==> config.mk <==
export PLATFORM = sky130hd
export DESIGN_NAME = fwd_ctrl
export DESIGN_NICKNAME = d
export VERILOG_FILES = /design/src/rtl/cpu_pkg.sv /design/src/rtl/ins_decode.sv /design/src/rtl/fwd_ctrl.sv
export SDC_FILE = /design/constraint.sdc
export NUM_CORES = 1
export LEC_CHECK = 0
export CORE_MARGIN = 4
export CORE_UTILIZATION = 45
export CTS_CLUSTER_SIZE = 25
export DETAILED_ROUTE_END_ITERATION = 8
export PLACE_DENSITY = 0.77
export RECOVER_POWER = 100
export SYNTH_ARGS = -nofsm -noshare
export SYNTH_HDL_FRONTEND = slang
export SYNTH_SLANG_ARGS = --single-unit
==> constraint.sdc <==
create_clock -name clk -period 4.5 [get_ports clk]
set_input_delay 0.45 -clock clk [delete_from_list [all_inputs] [get_ports clk]]
set_output_delay 0.45 -clock clk [all_outputs]
set_load 0.03 [all_outputs]
==> src/rtl/cpu_pkg.sv <==
// Shared definitions for the 8-bit pipelined processor: instruction fields,
// opcode classes, operand-mux select codes and the hazard-pipeline entry.
package cpu_pkg;

  localparam int INS_W  = 20;
  localparam int DATA_W = 8;

  localparam int OP_HI = 19;
  localparam int OP_LO = 15;
  localparam int RW_HI = 14;
  localparam int RW_LO = 10;
  localparam int RA_HI = 9;
  localparam int RA_LO = 5;
  localparam int RB_HI = 4;
  localparam int RB_LO = 0;

  localparam logic [4:0] OP_NOP    = 5'b00000;
  localparam logic [4:0] OP_ALU_LO = 5'b00001;
  localparam logic [4:0] OP_ALU_HI = 5'b01111;
  localparam logic [4:0] OP_IMM_LO = 5'b10000;
  localparam logic [4:0] OP_IMM_HI = 5'b10111;
  localparam logic [4:0] OP_LOAD   = 5'b11000;
  localparam logic [4:0] OP_STORE  = 5'b11001;

  localparam logic [1:0] SEL_RF = 2'b00;
  localparam logic [1:0] SEL_EX = 2'b01;
  localparam logic [1:0] SEL_DM = 2'b10;
  localparam logic [1:0] SEL_WB = 2'b11;

  typedef struct packed {
    logic [4:0] rw;
    logic       we;
    logic       is_load;
  } pipe_entry_t;

  localparam int PIPE_ENTRY_W = $bits(pipe_entry_t);
  localparam pipe_entry_t PIPE_BUBBLE = '0;

  // Nearest in-flight producer of src wins; entries that do not write never match.
  function automatic logic [1:0] fwd_sel(input logic [4:0] src,
                                         input pipe_entry_t e1,
                                         input pipe_entry_t e2,
                                         input pipe_entry_t e3);
    if (e1.we && e1.rw == src)      return SEL_EX;
    else if (e2.we && e2.rw == src) return SEL_DM;
    else if (e3.we && e3.rw == src) return SEL_WB;
    else                            return SEL_RF;
  endfunction

endpackage

==> src/rtl/ins_decode.sv <==
// Combinational instruction decoder: splits the fields and classifies the
// opcode into write/load/operand-usage/immediate attributes.
module ins_decode
  import cpu_pkg::*;
(
  input  logic [INS_W-1:0]  ins,
  output logic [4:0]        op,
  output logic [4:0]        rw,
  output logic [4:0]        ra,
  output logic [4:0]        rb,
  output logic              we,
  output logic              is_load,
  output logic              uses_ra,
  output logic              uses_rb,
  output logic              imm_sel,
  output logic [DATA_W-1:0] imm
);

  assign op = ins[OP_HI:OP_LO];
  assign rw = ins[RW_HI:RW_LO];
  assign ra = ins[RA_HI:RA_LO];
  assign rb = ins[RB_HI:RB_LO];

  always_comb begin
    we      = 1'b0;
    is_load = 1'b0;
    uses_ra = 1'b0;
    uses_rb = 1'b0;
    imm_sel = 1'b0;
    if (op >= OP_ALU_LO && op <= OP_ALU_HI) begin
      we      = 1'b1;
      uses_ra = 1'b1;
      uses_rb = 1'b1;
    end else if (op >= OP_IMM_LO && op <= OP_IMM_HI) begin
      we      = 1'b1;
      uses_ra = 1'b1;
      imm_sel = 1'b1;
    end else if (op == OP_LOAD) begin
      we      = 1'b1;
      is_load = 1'b1;
      uses_ra = 1'b1;
      imm_sel = 1'b1;
    end else if (op == OP_STORE) begin
      uses_ra = 1'b1;
      uses_rb = 1'b1;
    end
  end

  // The RB field doubles as the 5-bit immediate for ALU-imm and LOAD.
  assign imm = imm_sel ? {3'b000, rb} : '0;

endmodule

==> src/rtl/fwd_ctrl.sv <==
// Operand-forwarding and load-use hazard controller. Tracks the destinations
// of the EX/DM/WB instructions and drives the register bank's operand muxes.
module fwd_ctrl
  import cpu_pkg::*;
(
  input  logic        clk,
  input  logic        reset,
  input  logic [19:0] ins,
  output logic        stall,
  output logic [1:0]  mux_sel_A,
  output logic [1:0]  mux_sel_B,
  output logic        imm_sel,
  output logic [7:0]  imm,
  output logic [4:0]  op_ex,
  output logic [4:0]  RW_dm,
  output logic        we_dm
);

  logic [4:0]        d_op, d_rw, d_ra, d_rb;
  logic              d_we, d_is_load, d_uses_ra, d_uses_rb, d_imm_sel;
  logic [DATA_W-1:0] d_imm;

  pipe_entry_t p1, p2, p3;
  pipe_entry_t d_entry;
  logic [1:0]  sel_a_nxt, sel_b_nxt;

  ins_decode u_dec (
    .ins     (ins),
    .op      (d_op),
    .rw      (d_rw),
    .ra      (d_ra),
    .rb      (d_rb),
    .we      (d_we),
    .is_load (d_is_load),
    .uses_ra (d_uses_ra),
    .uses_rb (d_uses_rb),
    .imm_sel (d_imm_sel),
    .imm     (d_imm)
  );

  // A load in p1 has no data until DM, so a direct consumer must wait one cycle.
  assign stall = p1.is_load && p1.we &&
                 ((d_uses_ra && d_ra == p1.rw) || (d_uses_rb && d_rb == p1.rw));

  always_comb begin
    d_entry         = PIPE_BUBBLE;
    d_entry.rw      = d_rw;
    d_entry.we      = d_we;
    d_entry.is_load = d_is_load;
    sel_a_nxt       = d_uses_ra ? fwd_sel(d_ra, p1, p2, p3) : SEL_RF;
    sel_b_nxt       = d_uses_rb ? fwd_sel(d_rb, p1, p2, p3) : SEL_RF;
  end

  always_ff @(posedge clk) begin
    if (reset) begin
      p1        <= PIPE_BUBBLE;
      p2        <= PIPE_BUBBLE;
      p3        <= PIPE_BUBBLE;
      mux_sel_A <= SEL_RF;
      mux_sel_B <= SEL_RF;
      imm_sel   <= 1'b0;
      imm       <= '0;
      op_ex     <= OP_NOP;
    end else if (stall) begin
      p1        <= PIPE_BUBBLE;
      p2        <= p1;
      p3        <= p2;
      mux_sel_A <= SEL_RF;
      mux_sel_B <= SEL_RF;
      imm_sel   <= 1'b0;
      imm       <= '0;
      op_ex     <= OP_NOP;
    end else begin
      p1        <= d_entry;
      p2        <= p1;
      p3        <= p2;
      mux_sel_A <= sel_a_nxt;
      mux_sel_B <= sel_b_nxt;
      imm_sel   <= d_imm_sel;
      imm       <= d_imm;
      op_ex     <= d_op;
    end
  end

  assign RW_dm = p2.rw;
  assign we_dm = p2.we;

endmodule
==> results of run 1 <==
-- sequential cells by signal (all words and copies together), names as in the netlist --
signal / cells
imm_sel: 1
imm: 5
mux_sel_B: 2
mux_sel_A: 2
we_dm: 1
op_ex: 5
p3: 6
p1: 7
RW_dm: 5
-- area by class of cell --
class                           instances  area, um2
Inverter                                1       3.75
Fill cell                             253       1120
Multi-Input combinational cell        102        711
Clock buffer                            8       78.8
Sequential cell                        34        681
Timing Repair Buffer                   43        430
Tap cell                               44       55.1
-- layer usage --
layer | wire length (um) | part of all wire, % | global-route usage [%] | vias up
li1 | - | - | - | 564
met1 | 1310 | 41 | 17.5 | 527
met2 | 1640 | 51 | 27.7 | 33
met3 | 172 | 5.3 | 4.68 | 13
met4 | 109 | 3.4 | 9.76 | 0
met5 | 0 | 0 | 0 | -
-- worst paths after layout --
check	start	to	cells after the start
min reg2reg	p1[3]	RW_dm[1]	1
min	p1[3]	RW_dm[1]	1
max	ins[16]	stall	6
max reg2reg	p1[6]	mux_sel_A[1]	5
-- power breakdown --
| part | internal [mW] | switching (mW) |
|---|---|---|
| clock network | 0.107 | 0.0954 |
| registers | 0.312 | 0.00846 |
| logic | 0.0443 | 0.0504 |
| total | 0.463 | 0.154 |
-- cells in the final DEF, fill, tap and decap left out, drive strengths merged --
master	instances
nor2	3
or2	1
or4	1
and2	10
xor2	26
o221a	1
nand2	4
inv	1
nand4	1
a21bo	1
nand3	5
xnor2	4
nor4	6
dfxtp	34
conb	3
clkbuf	8
and3	4
o22ai	2
clkdlybuf4s50	19
and4bb	1
a21oi	2
dlygate4sd3	24
mux2i	1
or3	1
and3b	2
nor2b	13
nor3	3
and4	5
o21ai	2
-- kinds of logic (layout without fill, tap and decap cells) --
| kind of cell | Yosys count | after routing |
|---|---|---|
| multiplexers | 1 | 1 |
| other | 1 | 3 |
| flip-flops | 34 | 34 |
| buffers and inverters | 7 | 52 |
| AO/OA/AOI/OAI | 8 | 8 |
| AND/OR/NAND/NOR | 60 | 60 |
| XOR/XNOR | 30 | 30 |
==> out/qor.csv, run 1 <==
stage,metric,value,unit
status,status,completed,
clock_network,clk_pin_slew_worst_paths,90,ps
placed_design,placed_cell_area,1900,um2
clock_network,numCtsBuffers,5,
global_route,antenna_found_initial,0,
clock_network,clkSinkCount,34,
layout,design_area,1960,um2
sta,fin_ws,1170,ps
floorplanning,die_x,64.7,um
logic_synthesis,synthTopCellsByArea,"dfxtp_1 47%, xor2_1 16%, nor2b_1 5.6%",
setup_path,crit_slowest_cell,dlygate4sd3_1,
logic_synthesis,synth_compound_area_share,4.75,%
sta,skew,1.01,ps
placed_design,io_buffers,43,
logic_synthesis,yosys.area.top_type,dfxtp_1,
logic_synthesis,synth.distinct_cells,30,
setup_path,crit_path_max_fanout,5,
setup_path,required,4050,ps
setup_path,path_buf_inv,2,
floorplanning,core-area,3080,um2
logic_synthesis,synthTopCellsByCount,"34 x dfxtp_1, 26 x xor2_1, 13 x nor2b_1",
sta,fmax,300,MHz
floorplanning,die_area,4190,um2
sta,maxSlewHeadroom,61.7,%
pwr,cellPowerDensity,315,nW/um2
setup_path,worstPathArrival,2880,ps
clock_network,htreeDepth,2,
routing,drt_first_pass_iters,4,
clock_network,holdBufCountCts,0,
logic_synthesis,synth_top_family_by_area,simple AND/OR/NAND/NOR gates,
routing,drt_iter0_markers,19,
setup_path,critical-path-max-stage-delay,730,ps
sta,rsz0062_at_grt,false,
layout,fin_util,63.7,%
global_route,grt_pass1_wl,5.11,mm
logic_synthesis,yosysMostFrequentCell,dfxtp_1,
routing,drc,0,
clock_network,insertion_delay,330,ps
placed_design,hpwl,2.54,mm
logic_synthesis,ys.flop_type,dfxtp_1,
clock_network,cts-resized-gates,0,
floorplanning,rows,20,
floorplanning,design.portCount,47,
sta,final_hold_viol_count,0,
global_route,grt_max_degree,20,
sta,setup_viol,0,
pwr,ir_drop,198,uV
logic_synthesis,synth_edf_count,0,
setup_path,cp-end-kind,output pin,
logic_synthesis,synth-simple-area-share,26.0,%
clock_network,cts_setup_buffers,0,
global_route,grt_usage,16.2,%
routing,wire_per_inst,13.9,um
pwr,total_power,0.617,mW
pwr,p_leak,0.866,nW
clock_network,clock-root-buffer,clkbuf_4,
routing,vias,1137,
routing,routed_wl,3.23,mm
logic_synthesis,netlist_area,1450,um2
logic_synthesis,synth_seq_area_share,47.0,%
layout,synthToLayoutAreaGrowth,35.4,%
logic_synthesis,yosysTopAreaCellShare,47.0,%
placed_design,dp_cells,224,
logic_synthesis,avgSynthCellArea,10.3,um2
placed_design,gp_congestion,0.868,
logic_synthesis,ys_warn_count,0,
layout,fin_cells,232,
placed_design,pre_cts_ws,1400,ps
setup_path,crit_family,buffers and inverters,
floorplanning,die_y,64.7,um
clock_network,cts_tree,yes,
global_route,overflow,0,
layout,diodes,0,
logic_synthesis,synth_fa_ha_area_share,0,%
logic_synthesis,synthMuxAreaShare,0.691,%
logic_synthesis,ys_ff_latch,34,
run,maxCapViolCount,0,
logic_synthesis,synth-xor-area-share,18.2,%
setup_path,path_class,input pin to output pin,
setup_path,crit_chain,"dlygate4sd3_1, or4_1, o22ai_1, or2_2, o22ai_1, dlygate4sd3_1",
sta,max_slew.worst_pin.slew,573,ps
routing,viasPerCell,4.90,
routing,ant_nets,0,
sta,whs,513,ps
floorplanning,start_util,47.0,%
setup_path,crit_path_start_kind,input pin,
sta,fin_setup_tns,0,ps
worst_hold_path,min_path_type,register to register,
setup_path,r2r_slack,2720,ps
sta,drv_slew,0,
layout,fin_nets,209,
sta,finalCriticalPeriod,3330,ps
logic_synthesis,synth_cells,141,
clock_network,clockBufferDepth,2,
logic_synthesis,synthArstFlopShare,0,%
layout,drive_gt1_share,5.32,%
global_route,grt_pass1_vias,1134,
sta,period_share,74.0,%
Power figures use the tool's default switching activity.
==> run 2: changes to the inputs <==
CORE_UTILIZATION = 41   (was 45)
PLACE_DENSITY = 0.74   (was 0.77)
clock period = 3 ns   (was 4.5 ns; I/O delays follow)
==> out/qor.csv, run 2 (same netlist as run 1, synthesis figures left out) <==
stage,metric,value,unit
clock_network,clockBufferDepth,2,
routing,ant_nets,0,
floorplanning,rows,21,
layout,reg.largest.list,"p1: 7 flops, p3: 6 flops",
sta,max_slew.worst_pin.slew,701,ps
routing,drt_first_pass_iters,4,
layout,diodes,0,
sta,fin_setup_tns,0,ps
sta,rsz0062_at_grt,false,
status,status,completed,
placed_design,hpwl,2.65,mm
setup_path,crit_path_start_kind,input pin,
global_route,grt_usage,16.4,%
clock_network,clkSinkCount,34,
placed_design,dp_cells,231,
routing,wire_per_inst,14.2,um
sta,setup_viol,0,
worst_hold_path,min_path_type,input pin to register,
layout,fillers,296,
floorplanning,core-area,3360,um2
clock_network,cts_tree,yes,
layout,seqCellArea,681,um2
sta,final_hold_viol_count,0,
routing,drt_iter0_markers,49,
pwr,total_power,0.894,mW
setup_path,path_class,input pin to output pin,
clock_network,insertion_delay,340,ps
global_route,antenna_found_initial,0,
sta,fin_ws,408,ps
setup_path,crit_path_max_fanout,4,
sta,fmax,386,MHz
clock_network,htreeDepth,2,
pwr,p_leak,0.870,nW
worst_hold_path,hold_path_depth,2,
layout,fin_nets,214,
global_route,overflow,0,
run,maxCapViolCount,0,
placed_design,pre_cts_ws,120,ps
floorplanning,design.portCount,47,
placed_design,gp_congestion,0.898,
layout,fin_util,58.7,%
layout,synthToLayoutAreaGrowth,36.4,%
floorplanning,die_y,67.4,um
routing,routed_wl,3.39,mm
clock_network,cts_setup_buffers,0,
sta,maxSlewHeadroom,53.3,%
setup_path,required,2700,ps
setup_path,cp-end-kind,output pin,
floorplanning,start_util,43.0,%
layout,largest_register_ff_count,7,
floorplanning,die_area,4550,um2
layout,fin_cells,239,
routing,viasPerCell,4.88,
layout,final_common_cell,dfxtp_1,
setup_path,ff2ff_path_depth,5,
sta,drv_slew,0,
layout,multi_input_area,711,um2
sta,skew,5.37,ps
floorplanning,die_x,67.4,um
layout,most-common-layout-cells,"34 x dfxtp_1, 26 x xor2_1, 23 x dlygate4sd3_1, 19 x clkdlybuf4s50_1, 13 x nor2b_1",
pwr,ir_drop,256,uV
routing,drc,0,
sta,period_share,86.4,%
layout,top_register,p1,
layout,drive_gt1_share,7.25,%
routing,vias,1166,
placed_design,io_buffers,43,
clock_network,numCtsBuffers,5,
sta,finalCriticalPeriod,2590,ps
global_route,grt_max_degree,20,
setup_path,worstPathArrival,2290,ps
clock_network,clk_pin_slew_worst_paths,100,ps
global_route,grt_pass1_wl,5.48,mm
clock_network,clock-root-buffer,clkbuf_4,
pwr,cellPowerDensity,453,nW/um2
global_route,grt_pass1_vias,1230,
[run 2: cell types whose count changed in the layout (fill, tap and decap cells not counted)]
cell,delta
buf_4,+4
clkbuf_1,+2
clkbuf_8,-2
clkinv_2,+1
clkinvlp_4,+1
dlygate4sd3_1,-1
[run 2: area by class of cell]
| type | count | area share, % |
|---|---|---|
| Multi-Input combinational cell | 102 | 36.0 |
| Sequential cell | 34 | 34.5 |
| Timing Repair Buffer | 48 | 23.2 |
| Tap cell | 46 | 2.92 |
| Clock buffer | 6 | 2.60 |
| Clock inverter | 2 | 0.634 |
| Inverter | 1 | 0.190 |
[run 2: path summary, 6_finish.rpt]
| path | to | slack, ps | startpoint |
|---|---|---|---|
| hold reg to reg | p3[1] | 520 | we_dm |
| setup / recovery | stall | 410 | ins[15] |
| hold / removal | p1[3] | 510 | ins[11] |
| setup reg to reg | mux_sel_A[1] | 1240 | p1[5] |
[run 2: per-stage QoR]
stage / cell area (um2) / hold slack (ps)
final: 1970 / 506
after global routing: 1970 / 490
after CTS: 2000 / 487
after detailed placement: 1940 / 501
after global placement: 1940 / 504
after floorplan: 1460 / 372
[run 2: repair_timing]
item	CTS	global route
endpoints found under the setup margin	0	1
hold buffers	0	0
gates resized for setup	0	1
[run 2: metal layers]
metal / track usage, % / share of wire, % / vias to the layer above
li1: - / - / 577
met1: 18.8 / 39 / 545
met2: 27.4 / 52 / 33
met3: 5.49 / 6.1 / 11
met4: 7.59 / 2.1 / 0
met5: 0 / 0 / -
[run 2: power breakdown]
part	switching (mW)	internal [mW]	leakage, nW
logic	0.0774	0.0701	0.557
clock network	0.151	0.113	0.0343
registers	0.0139	0.468	0.279
[run 2: worst max-delay path, cell delays in order]
cell and delay [ps]:
dlygate4sd3_1 580, or4_1 590, o22ai_1 260, or2_2 180
o22ai_1 130, clkbuf_1 250
